`src/rtl/ecap5_dproc_pkg.sv`:
```
// Shared encodings for the decode -> execute -> load-store path.
package ecap5_dproc_pkg;

  typedef enum logic [2:0] {
    AluAdd  = 3'd0,
    AluXor  = 3'd1,
    AluOr   = 3'd2,
    AluAnd  = 3'd3,
    AluSlt  = 3'd4,
    AluSltu = 3'd5,
    AluSll  = 3'd6,
    AluSrl  = 3'd7
  } alu_op_t;

  typedef enum logic [2:0] {
    BrNone = 3'd0,
    BrBeq  = 3'd1,
    BrBne  = 3'd2,
    BrBlt  = 3'd3,
    BrBge  = 3'd4,
    BrBltu = 3'd5,
    BrBgeu = 3'd6,
    BrJump = 3'd7
  } branch_cond_t;

  typedef enum logic [1:0] {
    LsByte = 2'd0,
    LsHalf = 2'd1,
    LsWord = 2'd2
  } ls_width_t;

endpackage

```
`src/rtl/exm_alu.sv`:
```
// Purely combinational integer ALU used by the execute stage.
module exm_alu
  import ecap5_dproc_pkg::*;
(
  input  logic [31:0] operand1,
  input  logic [31:0] operand2,
  input  logic [2:0]  op,
  input  logic        sub,
  input  logic        arith,
  output logic [31:0] result
);

  logic [4:0]  shamt;
  logic [31:0] sra;

  assign shamt = operand2[4:0];
  // Kept in its own signal so the arithmetic shift stays signed.
  assign sra   = $signed(operand1) >>> shamt;

  always_comb begin
    result = '0;
    unique case (alu_op_t'(op))
      AluAdd:  result = sub ? operand1 - operand2 : operand1 + operand2;
      AluXor:  result = operand1 ^ operand2;
      AluOr:   result = operand1 | operand2;
      AluAnd:  result = operand1 & operand2;
      AluSlt:  result = {31'd0, $signed(operand1) < $signed(operand2)};
      AluSltu: result = {31'd0, operand1 < operand2};
      AluSll:  result = operand1 << shamt;
      AluSrl:  result = arith ? sra : operand1 >> shamt;
      default: result = '0;
    endcase
  end

endmodule

```
`src/rtl/exm.sv`:
```
// Execute stage: ALU, branch resolution and load/store request build, registered once
// between decode and load-store with a valid/ready handshake.
module exm
  import ecap5_dproc_pkg::*;
#(
  parameter int unsigned RESET_PC_OFFSET = 0
) (
  input  logic        clk_i,
  input  logic        rst_i,
  input  logic        input_valid_i,
  output logic        input_ready_o,
  input  logic [31:0] pc_i,
  input  logic [31:0] alu_operand1_i,
  input  logic [31:0] alu_operand2_i,
  input  logic [2:0]  alu_op_i,
  input  logic        alu_sub_i,
  input  logic        alu_arith_i,
  input  logic [2:0]  branch_cond_i,
  input  logic [31:0] branch_offset_i,
  input  logic        jalr_i,
  input  logic        ls_enable_i,
  input  logic        ls_write_i,
  input  logic [1:0]  ls_width_i,
  input  logic [31:0] ls_data_i,
  input  logic [31:0] ls_base_i,
  input  logic        reg_write_i,
  input  logic [4:0]  reg_addr_i,
  output logic        output_valid_o,
  input  logic        output_ready_i,
  output logic [31:0] alu_result_o,
  output logic        enable_o,
  output logic        write_o,
  output logic [31:0] write_data_o,
  output logic [3:0]  sel_o,
  output logic        reg_write_o,
  output logic [4:0]  reg_addr_o,
  output logic        branch_o,
  output logic [31:0] branch_target_o,
  output logic        misaligned_o
);

  logic        valid_q, valid_d, enable_q, enable_d, write_q, write_d;
  logic        reg_write_q, reg_write_d, branch_q, branch_d, misaligned_q, misaligned_d;
  logic [31:0] result_q, result_d, wdata_q, wdata_d, target_q, target_d;
  logic [3:0]  sel_q, sel_d;
  logic [4:0]  reg_addr_q, reg_addr_d;

  logic        accept, taken, misaligned, is_jump;
  logic [31:0] alu_out, ls_addr, target;
  logic [3:0]  sel;

  exm_alu u_alu (
    .operand1 (alu_operand1_i),
    .operand2 (alu_operand2_i),
    .op       (alu_op_i),
    .sub      (alu_sub_i),
    .arith    (alu_arith_i),
    .result   (alu_out)
  );

  assign input_ready_o = output_ready_i | ~valid_q;
  assign accept        = input_valid_i & input_ready_o;
  assign is_jump       = branch_cond_t'(branch_cond_i) == BrJump;
  assign ls_addr       = ls_base_i + alu_operand2_i;

  always_comb begin
    taken = 1'b0;
    unique case (branch_cond_t'(branch_cond_i))
      BrBeq:   taken = alu_operand1_i == alu_operand2_i;
      BrBne:   taken = alu_operand1_i != alu_operand2_i;
      BrBlt:   taken = $signed(alu_operand1_i) < $signed(alu_operand2_i);
      BrBge:   taken = $signed(alu_operand1_i) >= $signed(alu_operand2_i);
      BrBltu:  taken = alu_operand1_i < alu_operand2_i;
      BrBgeu:  taken = alu_operand1_i >= alu_operand2_i;
      BrJump:  taken = 1'b1;
      default: taken = 1'b0;
    endcase
    target = (is_jump && jalr_i) ? (alu_operand1_i + branch_offset_i) & ~32'd1
                                 : pc_i + branch_offset_i;
  end

  always_comb begin
    misaligned = 1'b0;
    sel        = 4'h0;
    unique case (ls_width_t'(ls_width_i))
      LsByte: sel = 4'b0001 << ls_addr[1:0];
      LsHalf: begin
        sel        = 4'b0011 << ls_addr[1:0];
        misaligned = ls_addr[0];
      end
      default: begin
        sel        = 4'hF;
        misaligned = |ls_addr[1:0];
      end
    endcase
    if (!ls_enable_i) begin
      misaligned = 1'b0;
      sel        = 4'h0;
    end
  end

  // Registers hold while stalled; only the two pulse outputs self-clear every cycle.
  always_comb begin
    valid_d      = valid_q;
    result_d     = result_q;
    enable_d     = enable_q;
    write_d      = write_q;
    wdata_d      = wdata_q;
    sel_d        = sel_q;
    reg_write_d  = reg_write_q;
    reg_addr_d   = reg_addr_q;
    target_d     = target_q;
    branch_d     = 1'b0;
    misaligned_d = 1'b0;
    if (accept) begin
      // The slot right behind a taken branch is the wrong path: consume it as a bubble.
      valid_d      = ~branch_q;
      result_d     = is_jump ? pc_i + 32'd4 : (ls_enable_i ? ls_addr : alu_out);
      enable_d     = ls_enable_i & ~misaligned;
      write_d      = ls_enable_i & ls_write_i & ~misaligned;
      wdata_d      = ls_data_i << {ls_addr[1:0], 3'b000};
      sel_d        = sel;
      reg_write_d  = reg_write_i & ~misaligned;
      reg_addr_d   = reg_addr_i;
      branch_d     = taken & ~branch_q;
      target_d     = target;
      misaligned_d = misaligned & ~branch_q;
    end else if (input_ready_o) begin
      valid_d = 1'b0;
    end
  end

  always_ff @(posedge clk_i or posedge rst_i) begin
    if (rst_i) begin
      valid_q      <= 1'b0;
      result_q     <= '0;
      enable_q     <= 1'b0;
      write_q      <= 1'b0;
      wdata_q      <= '0;
      sel_q        <= '0;
      reg_write_q  <= 1'b0;
      reg_addr_q   <= '0;
      branch_q     <= 1'b0;
      target_q     <= 32'(RESET_PC_OFFSET);
      misaligned_q <= 1'b0;
    end else begin
      valid_q      <= valid_d;
      result_q     <= result_d;
      enable_q     <= enable_d;
      write_q      <= write_d;
      wdata_q      <= wdata_d;
      sel_q        <= sel_d;
      reg_write_q  <= reg_write_d;
      reg_addr_q   <= reg_addr_d;
      branch_q     <= branch_d;
      target_q     <= target_d;
      misaligned_q <= misaligned_d;
    end
  end

  assign output_valid_o  = valid_q;
  assign alu_result_o    = result_q;
  assign enable_o        = enable_q;
  assign write_o         = write_q;
  assign write_data_o    = wdata_q;
  assign sel_o           = sel_q;
  assign reg_write_o     = reg_write_q;
  assign reg_addr_o      = reg_addr_q;
  assign branch_o        = branch_q;
  assign branch_target_o = target_q;
  assign misaligned_o    = misaligned_q;

endmodule

```
`config.mk`:
```
export PLATFORM = sky130hd
export DESIGN_NAME = exm
export DESIGN_NICKNAME = d
export VERILOG_FILES = /design/src/rtl/ecap5_dproc_pkg.sv /design/src/rtl/exm_alu.sv /design/src/rtl/exm.sv
export SDC_FILE = /design/constraint.sdc
export NUM_CORES = 1
export LEC_CHECK = 0
export ABC_CLOCK_PERIOD_IN_PS = 12500
export CORE_MARGIN = 1.5
export CORE_UTILIZATION = 45
export DETAILED_ROUTE_END_ITERATION = 10
export GPL_TIMING_DRIVEN = 0
export MAX_ROUTING_LAYER = met4
export PLACE_DENSITY = 0.7
export SLEW_MARGIN = 25
export SYNTH_ARGS = -nofsm -noshare
export SYNTH_HDL_FRONTEND = slang
export SYNTH_SLANG_ARGS = --single-unit
```
`constraint.sdc`:
```
create_clock -name clk_i -period 12.5 [get_ports clk_i]
set_clock_uncertainty 0.05 [all_clocks]
set_input_delay 3.125 -clock clk_i [delete_from_list [all_inputs] [get_ports clk_i]]
set_output_delay 3.125 -clock clk_i [all_outputs]
set_load 0.05 [all_outputs]
```
==> impl_metrics.csv <==
group,metric,value,unit
route,routedWlPerCell,30.0,um
route,first_iter_violations,3083,
sta,max_freq,108,MHz
flow_run,max-cap-violations,0,
critical_path,crit_slowest_cell,"clkinv_1",
final_layout,fillers,3776,
clock_tree,htreeDepth,3,
sta,worst_pin_slew,1.16,ns
clock_tree,cts_buffer_depth,2,
synth,synth_area,18700,um2
clock_tree,clkLatencyLatePin,0.37,ns
run_status,status,"finished clean",
final_layout,layout.cells.most_common_list,"clkdlybuf4s50_1, nand2_1, nor2_1",
die,rows,74,
sta,finalCriticalPeriod,9.30,ns
critical_path,criticalPathCategory,"input pin to register",
route,avgViaCountPerCell,6.83,
route,drc_errors,0,
placement,place.gp.congestion,1.11,
clock_tree,cts_resized,0,
critical_path,critPathRequiredTime,12.70,ns
route,drt_pass1_iterations,6,
die,fp.dieArea,42800,um2
critical_path,crit_path_start_kind,"input pin",
clock_tree,cts_tree,"done",
critical_path,cp-end-kind,"register",
hold_path,min_path_type,"register to register",
critical_path,cp.arrival,9.50,ns
clock_tree,cts_setup_buffers,0,
grt,grt_max_degree,60,
die,coreArea,40900,um2
final_layout,final_core_util,56.1,%
synth,synthFlopType,"dfrtp_1",
final_layout,drive_above_1_share,6.10,%
sta,slew_headroom,22.2,%
synth,synth_edf_count,0,
die,fp.dieW,207,um
synth,ys_types,108,
sta,hold_ws,0.433,ns
grt,overflow,0,
sta,post-route-period-util,74.4,%
critical_path,crit_top_cell,"clkbuf_1",
sta,setup_viol,0,
placement,dp_hpwl,80900,um
placement,pre_cts_ws,3.31,ns
grt,grt_pass1_vias,21873,
sta,fin_ws,3.20,ns
grt,antenna_found_initial,4,
clock_tree,clock_sinks,111,
critical_path,max_stage_delay,0.67,ns
route,vias,22912,
clock_tree,clk_pin_slew_worst_paths,0.08,ns
clock_tree,hold_buffers,0,
sta,slew_viol_final,0,
final_layout,nets,3225,
critical_path,cp_top_family,"buffers and inverters",
final_layout,area_delta_synth_final,22.7,%
clock_tree,root_buffer,"clkbuf_16",
synth,ys_seq_area_share,14.8,%
clock_tree,cts_buffers,9,
placement,placed_area,22700,um2
final_layout,final_common_cell,"clkdlybuf4s50_1",
route,ant_nets,0,
sta,grt_setup_unrepaired,"no",
synth,syn_inst,2480,
pwr,pwr_density_cell,97.7,nW/um2
sta,fin_setup_tns,0,ns
critical_path,crit_fanout,11,
synth,synth_seq_cells,111,
pwr,p_leak,9.68,nW
synth,syn_area_per_cell,7.55,um2
die,ios,327,
synth,yosysWarnings,0,
critical_path,path_buf_inv,5,
synth,postSynthNetCount,2890,
route,wl,101000,um
sta,hold_viol,0,
final_layout,fin_area,23000,um2
synth,synthArstFlopShare,100,%
critical_path,path_cells,"clkdlybuf4s50_1 -> clkbuf_1 -> clkinv_1 -> clkbuf_1 -> ha_1 -> buf_2 -> nor4_2 -> o31ai_2 -> a31oi_4 -> o21ai_4 -> o41ai_2 -> a311o_1 -> a41oi_1 -> o21ai_1 -> xnor2_1 -> a2111oi_2 -> a211oi_2",
grt,grt_pass1_wl,143000,um
die,start_util,45.7,%
placement,io_buffers,323,
die,die_y,207,um
pwr,ir_drop,0.0921,mV
grt,grt_util_all_layers,47.3,%
final timing paths:
path / start / end / slack [ns] / cells after the start
hold reg to reg: alu_result_o[2]$_DFFE_PP0P_ / alu_result_o[2]$_DFFE_PP0P_ / 0.43 / 2
setup / recovery: alu_operand2_i[4] / alu_result_o[30]$_DFFE_PP0P_ / 3.20 / 17
setup reg to reg: output_valid_o$_DFFE_PP0P_ / branch_target_o[12]$_DFFE_PP0P_ / 9.16 / 8
hold / removal: alu_result_o[2]$_DFFE_PP0P_ / alu_result_o[2]$_DFFE_PP0P_ / 0.43 / 2
min in group asynchronous: rst_i / write_data_o[17]$_DFFE_PP0P_ / 3.11 / 2
max in group asynchronous: rst_i / write_o$_DFFE_PP0P_ / 8.58 / 3
layer usage:
layer / vias up / routed length (um) / GRT usage [%]
li1: 9835 / - / -
met1: 11026 / 39200 / 58.5
met2: 1669 / 42700 / 69.7
met3: 382 / 12200 / 13.1
met4: 0 / 6520 / 25.4
met5: - / 0 / -
worst reg2reg max path, cell delays in order (launching register included):
cell and delay, ns:
dfrtp_1 0.39, nand2b_1 0.12, and2_1 0.13, clkbuf_1 0.31
clkbuf_1 0.79, clkbuf_1 0.76, o21ai_0 0.24, a21oi_1 0.36
nor2_1 0.07
power by group:
group	internal [mW]	leakage [nW]	switching (mW)
registers	0.429	1.37	0.0498
logic	0.502	8.16	0.952
clock network	0.143	0.146	0.167
registers in the layout (all words and copies together), names as in the netlist:
| signal | count |
|---|---|
| write_o | 1 |
| reg_addr_o | 5 |
| branch_target_o | 32 |
| alu_result_o | 32 |
| output_valid_o | 1 |
| reg_write_o | 1 |
| write_data_o | 32 |
| misaligned_o | 1 |
| branch_o | 1 |
| sel_o | 4 |
| enable_o | 1 |
cell families after synthesis:
family          Yosys count  synth area share [%]
buf+inv                 271                  5.87
mux                     138                  10.9
flops                   111                  14.8
simple gates            805                  19.6
xor+xnor                129                  6.03
fa+ha+maj               195                  13.2
compound gates          831                  29.5
cell usage after synthesis, drive strengths merged, types with 49 or more instances:
library cell	n	area [um2]
clkbuf	88	332
ha	190	2380
nor2	262	983
inv	123	462
mux4	51	1150
buf	56	284
nand2	267	1000
dfrtp	111	2780
nand3	56	285
nor3	49	250
o21ai	192	976
a21oi	238	1200
mux2i	68	681
xnor2	83	727
layout make-up:
type                       instances  area (um2)  area share (%)
buffer                           145         627            2.73
antenna                            5        12.5          0.0545
tap                              532         666            2.90
clock buffer                       9         225           0.981
inverter                         126         478            2.08
timing repair buffer             324        3260            14.2
multi-input combinational       2098       14900            64.7
sequential                       111        2780            12.1
clock inverter                     7        67.6           0.294
through the flow:
| step | power, mW | std cells |
|---|---|---|
| after floorplan | 1.35 | 2480 |
| after global placement | 1.87 | 3335 |
| after detailed placement | 1.89 | 3336 |
| after CTS | 2.20 | 3352 |
| after global routing | 2.33 | 3355 |
| final | 2.24 | 3357 |
No activity file was read; power rests on OpenSTA's default activity.
